===== config.mk =====
export PLATFORM = sky130hd
export DESIGN_NAME = distance_filter
export DESIGN_NICKNAME = d
export VERILOG_FILES = /design/src/rtl/distance_filter.sv
export SDC_FILE = /design/constraint.sdc
export NUM_CORES = 1
export LEC_CHECK = 0
export ABC_AREA = 0
export CELL_PAD_IN_SITES_DETAIL_PLACEMENT = 1
export CELL_PAD_IN_SITES_GLOBAL_PLACEMENT = 1
export CORE_ASPECT_RATIO = 0.75
export CORE_MARGIN = 2
export CORE_UTILIZATION = 40
export CTS_CLUSTER_DIAMETER = 30
export DETAILED_ROUTE_END_ITERATION = 6
export GPL_ROUTABILITY_DRIVEN = 0
export PLACE_DENSITY = 0.76
export REMOVE_ABC_BUFFERS = 1
export SYNTH_ARGS = -nofsm -noshare
export SYNTH_HDL_FRONTEND = slang
export SYNTH_SLANG_ARGS = --single-unit

===== constraint.sdc =====
create_clock -name clock -period 4.05 [get_ports clock]
set_input_delay 0.405 -clock clock [delete_from_list [all_inputs] [get_ports clock]]
set_output_delay 0.405 -clock clock [all_outputs]
set_load 0.01 [all_outputs]

===== src/rtl/distance_filter.sv =====
// Ultrasonic range filter: 4-sample moving average with range rejection,
// hysteretic proximity alarm and a no-sample staleness timeout.
module distance_filter #(
  parameter int MAX_CM         = 200,
  parameter int ALARM_CM       = 30,
  parameter int HYST_CM        = 5,
  parameter int TIMEOUT_CYCLES = 100_000_000
) (
  input  logic       clock,
  input  logic       resetn,
  // sample_valid is a one-cycle strobe with no back-pressure: every cycle it is
  // high, sample_cm is consumed (accepted or rejected) on that rising edge.
  input  logic       sample_valid,
  input  logic [7:0] sample_cm,
  output logic [7:0] filtered_cm,
  output logic       filtered_strobe,
  output logic       filtered_valid,
  output logic       alarm,
  output logic       stale,
  output logic [7:0] reject_count
);

  localparam logic [8:0]  MAX_V    = 9'(MAX_CM);
  localparam logic [9:0]  ALARM_V  = 10'(ALARM_CM);
  localparam logic [9:0]  REL_V    = 10'(ALARM_CM + HYST_CM);
  localparam logic [26:0] TMO_V    = 27'(TIMEOUT_CYCLES);
  localparam logic [26:0] EXPIRE_V = 27'(TIMEOUT_CYCLES - 2);

  logic [7:0]  win [4];
  logic [1:0]  wp;
  logic [2:0]  fill;
  logic [9:0]  sum;
  logic [26:0] tcnt;

  logic       accept;
  logic       reject;
  logic       expire;
  logic [9:0] sum_next;
  logic [2:0] fill_next;
  logic [7:0] avg_next;

  always_comb begin
    accept    = sample_valid && (sample_cm != 8'd0) && ({1'b0, sample_cm} <= MAX_V);
    reject    = sample_valid && !accept;
    // Counter is about to reach TIMEOUT_CYCLES-1; a sample on this edge wins.
    expire    = !sample_valid && (tcnt == EXPIRE_V);
    // Unfilled slots hold 0, so this subtraction is exact during fill-up.
    sum_next  = sum - {2'b00, win[wp]} + {2'b00, sample_cm};
    fill_next = (fill == 3'd4) ? 3'd4 : fill + 3'd1;
    avg_next  = sum_next[9:2];
  end

  assign filtered_valid = (fill == 3'd4) && !stale;

  always_ff @(posedge clock or negedge resetn) begin
    if (!resetn) begin
      for (int i = 0; i < 4; i++) win[i] <= 8'd0;
      wp              <= 2'd0;
      fill            <= 3'd0;
      sum             <= 10'd0;
      tcnt            <= 27'd0;
      filtered_cm     <= 8'd0;
      filtered_strobe <= 1'b0;
      alarm           <= 1'b0;
      stale           <= 1'b0;
      reject_count    <= 8'd0;
    end else begin
      filtered_strobe <= 1'b0;

      if (sample_valid) tcnt <= 27'd0;
      else if (tcnt != TMO_V) tcnt <= tcnt + 27'd1;

      if (reject && (reject_count != 8'hff)) reject_count <= reject_count + 8'd1;

      if (expire) begin
        for (int i = 0; i < 4; i++) win[i] <= 8'd0;
        wp    <= 2'd0;
        fill  <= 3'd0;
        sum   <= 10'd0;
        alarm <= 1'b0;
        stale <= 1'b1;
      end else if (accept) begin
        win[wp] <= sample_cm;
        sum     <= sum_next;
        wp      <= wp + 2'd1;
        fill    <= fill_next;
        stale   <= 1'b0;
        if (fill_next == 3'd4) begin
          filtered_cm     <= avg_next;
          filtered_strobe <= 1'b1;
          if ({2'b00, avg_next} < ALARM_V) alarm <= 1'b1;
          else if ({2'b00, avg_next} >= REL_V) alarm <= 1'b0;
        end
      end
    end
  end

endmodule


* Word-level counts from Yosys, hierarchy flattened
Index checks and enable logic that the tools add are counted.
** Word-level totals
- Register bits after elaboration :: 93
- Bits of input ports :: 11
- Word-level logic and storage cells :: 75
** Operators by class
- Add/sub/neg operators :: 6
- $lt $le $gt $ge :: 5
- Equal/unequal tests :: 5
- Multiplexer cells :: 27
- Bitwise gates (word level) :: 2
- Reductions and logical operators :: 17
** Operator list (number)
- two-way mux 32 bit :: 2
- two-way mux 27 bit :: 2
- bitwise mux 32 bit :: 1
- adder 27 x 1 -> 27 bit, second input constant :: 1
- equality test 27 bit, second input constant :: 1
- inequality test 27 bit, second input constant :: 1
- two-way mux 8 bit :: 3
- two-way mux 10 bit :: 2
- binary-select mux 8 bit (select 2 bit) :: 1
- demux 8 bit (select 2 bit) :: 1
- adder 10 x 8 -> 10 bit :: 1
- two-way mux 1 bit :: 10
- subtractor 10 x 8 -> 10 bit :: 1
- two-way mux 3 bit :: 3
- adder 8 x 1 -> 8 bit, second input constant :: 1
- greater-or-equal comparator 8 x 6 -> 1 bit, second input constant :: 1
- less-or-equal comparator 8 bit, second input constant :: 1
- less-than comparator 8 x 5 -> 1 bit, second input constant :: 1
- inequality test 8 bit, second input constant :: 1
- nonzero test 8 bit :: 1
- logical AND 1 bit :: 7
- equality test 3 bit, second input constant :: 2
- AND reduction 3 bit :: 2
- nonzero test 2 bit :: 3
- other kinds (9) :: 12

* Depth between registers and ports, before layout
- Depth in word-level cells :: 12
- Depth in mapped cells :: 12

* Least setup slack after synthesis
OpenSTA, ideal clock, no wires.
- Path type :: flip-flop to flip-flop
- From :: register wp[0]
- To :: register alarm
- Library setup time :: 0.086 ns
- Arrival time :: 3.716 ns
- Data required time :: 3.964 ns
- Setup slack :: 0.249 ns
- Stages on the path, launching flop included :: 12
- Buffers on the path :: 1
- Cell sequence :: dfrtp_1 > clkbuf_1 > mux4_2 > fa_1 > inv_1 > ha_1 > a211oi_1 > nor2_1 > a311o_1 > nor4_1 > o211ai_1 > a32oi_1
** Between the ends
- Longest elaborated chain between the ends :: 11
** Ends and longest elaborated chain
- from (decl) :: line 30 : logic [1:0] wp;
- from (signal assigned) :: line 85 : wp <= wp + 2'd1;
- inverter 2 -> 3 bit (implied by the code) * :: line 48 : sum_next = sum - {2'b00, win[wp]} + {2'b00, sample_cm};
- binary-select mux 8 bit (select 2 bit) * :: line 48
- two-way mux 8 bit (implied by the code) * (2 in series) :: line 48
- subtractor 10 x 8 -> 10 bit * :: line 48
- adder 10 x 8 -> 10 bit * :: line 48
- less-than comparator 8 x 5 -> 1 bit :: line 91 : if ({2'b00, avg_next} < ALARM_V) alarm <= 1'b1;
- two-way mux 1 bit :: line 91
- two-way mux 1 bit :: line 88 : if (fill_next == 3'd4) begin
- two-way mux 1 bit :: line 82 : end else if (accept) begin
- two-way mux 1 bit :: line 75 : if (expire) begin
- to (signal assigned) :: line 80 : alarm <= 1'b0;
- to (signal assigned) :: line 91
- to (signal assigned) :: line 92 : else if ({2'b00, avg_next} >= REL_V) alarm <= 1'b0;
- to (decl) :: line 18 : output logic alarm,
Every way passes the cells marked *; elsewhere a longest branch is shown, timed or not. The select of a mux whose other input is x is not followed.
A chain may end at the register's enable or synchronous reset.

* Worst setup path after layout
Same ends and word-level chain as after synthesis.

==> impl_metrics.csv <==
group,metric,value,unit
global_route,first_global_vias,4121,
die,initial_core_util,0.411,
worst_hold_path,hold_class,"input pin to asynchronous set/reset pin",
route,drtIter0Drc,241,
global_route,grt_max_degree,72,
timing,period_share,0.908,
clock_tree,cts_root_buf,"clkbuf_16",
worst_setup_path,worstSetupPathType,"register to register",
global_route,grt_usage,0.205,
layout,drive_gt1_frac,0.0919,
route,antenna_left,0,
logic_synthesis,yosysTopAreaCellShare,0.459,
worst_setup_path,cpMaxStageDelayCell,"mux4_2",
route,avgRoutedWirePerCell,17.9,µm
worst_setup_path,r2r_slack,370,ps
timing,tightest_slew,925,ps
worst_setup_path,required,4310,ps
logic_synthesis,synth_top_area_cell,"dfrtp_1",
route,dr.pass1.iters,4,
clock_tree,cts_buffers,9,
global_route,grt_pass1_wl,21500,µm
timing,final-max-slew-violation-count,0,
clock_tree,cts_tree,"yes",
global_route,use_met2,0.336,
timing,setup_viol,0,
clock_tree,holdBufCountCts,0,
global_route,antenna_found_initial,0,
die,die_x,134,µm
placement,dp_hpwl,8970,µm
worst_setup_path,crit_path_end_kind,"register",
logic_synthesis,syn_inst,513,
timing,hold_slack,199,ps
pwr,power.total,5.35,mW
die,die_y,102,µm
clock_tree,clk_path_buf_depth,2,
timing,setup_tns,0,ps
logic_synthesis,synth_seq_area_share,0.459,
worst_setup_path,slowest_delay,560,ps
pwr,leakage,2.63,nW
layout,nets,579,
clock_tree,post-cts-setup-buffers,0,
global_route,top_usage_layer,"met2",
layout,final_core_util,0.473,
layout,area_growth,15.2,%
clock_tree,cts_sinks,93,
logic_synthesis,ys_warn_count,0,
global_route,met1_usage,0.285,
logic_synthesis,synth_seq_cells,93,
route,drc,0,
worst_setup_path,crit_chain,"mux4_2, fa_1, inv_1, ha_1, o21ai_0, nor2_1, a311o_1, nor4_1, o211ai_1, a32oi_1",
worst_setup_path,crit_path_start_kind,"register",
run_status,run_status,"finished clean",
die,core_area,0.0123,mm²
logic_synthesis,netlist_top_cells_area,"dfrtp_1, ha_1, nand2_1",
logic_synthesis,avgSynthCellArea,9.89,µm²
global_route,use_met3,0.0430,
logic_synthesis,synthArstFlopShare,1.00,
clock_tree,cts.clk_slew.worst_paths,70,ps
placement,place_area,0.00554,mm²
clock_tree,htreeDepth,3,
pwr,ir_drop,0.000468,V
worst_setup_path,worstPathMaxFanout,10,
logic_synthesis,ys.flop_type,"dfrtp_1",
timing,relSlewSlack,0.383,
logic_synthesis,netlist_area,0.00507,mm²
die,rows,35,
die,pin_count,31,
clock_tree,clkLatencyLatePin,350,ps
die,dieArea,0.0136,mm²
timing,rsz0062_at_grt,"no",
layout,fin_area,0.00585,mm²
route,vias_per_cell,5.46,
layout,fillers,1401,
global_route,grt_overflow,0,
worst_setup_path,crit_arrival,3940,ps
logic_synthesis,synth-edff-count,0,
timing,min_period,3680,ps
route,wl,12700,µm
job,cap_violations,0,
placement,port_buffers,30,
route,vias,3874,
timing,max_freq,272,MHz
timing,hold_viol,0,
timing,fin_skew,6.70,ps
pwr,power_density,915,mW/mm²
layout,n_antenna_cell,0,
logic_synthesis,synth_cell_types,52,
[registers in the layout (all words and copies together) (netlist names)]
register,flops
win,32
tcnt,27
sum,10
filtered_cm,8
reject_count,8
fill,3
wp,2
alarm,1
filtered_strobe,1
stale,1
[cells in the final DEF (no fill, tap or decap), types with 2 or more instances in the layout]
cell	n
a211oi_1	2
a21o_1	3
a21oi_1	11
a22o_1	2
a311o_1	2
and3_1	7
buf_4	10
clkbuf_16	9
clkbuf_8	2
clkdlybuf4s50_1	29
dfrtp_1	92
fa_1	8
ha_1	20
inv_1	47
inv_6	2
mux2_2	5
mux2i_1	4
mux4_2	8
nand2_1	65
nand2b_1	2
nand3_1	24
nand4_1	8
nor2_1	37
nor2_2	2
nor2b_1	2
nor3_1	11
nor3b_1	2
nor4_1	4
o211ai_1	2
o21a_1	3
o21ai_0	13
o221ai_1	2
o22ai_1	32
o31ai_1	8
or2_2	4
or3_1	6
xnor2_1	12
xor2_1	25
[final timing paths]
check	start	end	depth (start not counted)
hold / removal	resetn	win[16]$_DFFE_PN0P_	1
setup reg to reg	wp[0]$_DFFE_PN0P_	alarm$_DFFE_PN0P_	10
hold reg to reg	reject_count[5]$_DFFE_PN0P_	reject_count[5]$_DFFE_PN0P_	1
setup / recovery	wp[0]$_DFFE_PN0P_	alarm$_DFFE_PN0P_	10
min in group clock	reject_count[5]$_DFFE_PN0P_	reject_count[5]$_DFFE_PN0P_	1
max in group asynchronous	resetn	tcnt[19]$_DFFE_PN0P_	2
[cell type report]
cell class              count  area [µm²]  share of cell area
inverters                  47         176              0.0302
clock inverters             4        55.1             0.00942
multi-input cells         350        2460               0.421
repair buffers             39         365              0.0625
clock buffers              11         253              0.0432
well taps                 166         208              0.0355
flip-flops and latches     93        2330               0.398
[repair_timing]
action / in CTS / in global routing
endpoints found under the setup margin: 0 / 1
endpoints found under the hold margin: 0 / 0
gates resized for setup: 0 / 1
[cells in the mapped netlist (4+ instances only)]
master    number
nand2_1       65
dfrtp_1       93
or3_1          6
buf_4          4
o31ai_1        8
a21oi_1       11
nor4_1         4
nand4_1        8
o21ai_0       13
clkbuf_1      14
fa_1           8
mux2i_1        4
or2_2          4
nand3_1       24
o22ai_1       32
xor2_1        25
nor3_1        11
mux2_2         5
xnor2_1       12
mux4_2         8
inv_1         47
and3_1         7
ha_1          20
nor2_1        38
[power breakdown]
group,internal [mW],switching [mW],leakage (nW)
registers,1.24,0.219,1.19
logic,1.31,1.69,1.30
clock network,0.514,0.370,0.149
[per-layer routing]
metal	routed length, µm	vias up
met4	113	0
met3	381	12
met2	5890	67
met5	0	-
met1	6300	1969
li1	-	1826
[metrics by stage]
stage	worst slack, ps	instances
2_1_floorplan	451	490
3_3_place_gp	410	695
3_5_place_dp	251	695
4_1_cts	226	710
5_1_grt	126	710
6_report	371	710
[cell families (layout without fill, tap and decap cells)]
group	Yosys count	count (layout)	synth area share
muxes	18	18	0.0575
and+or+nand+nor	181	181	0.170
xor gates and xnor gates	37	37	0.0639
AOI/OAI and AO/OA	86	86	0.112
buffers and inverters	70	101	0.0570
adders and majority gates	28	28	0.0809
DFF	93	93	0.459
[worst max-delay path, delay by kind of cell, from the launching register on]
family                   cells  cell delay, ps
AND/OR/NAND/NOR              2             460
flip-flops                   1             540
buffers and inverters        1              40
AO/OA/AOI/OAI                4            1170
multiplexers                 1             560
adder cells (fa/ha/maj)      2             830
Power figures use the tool's default switching activity.
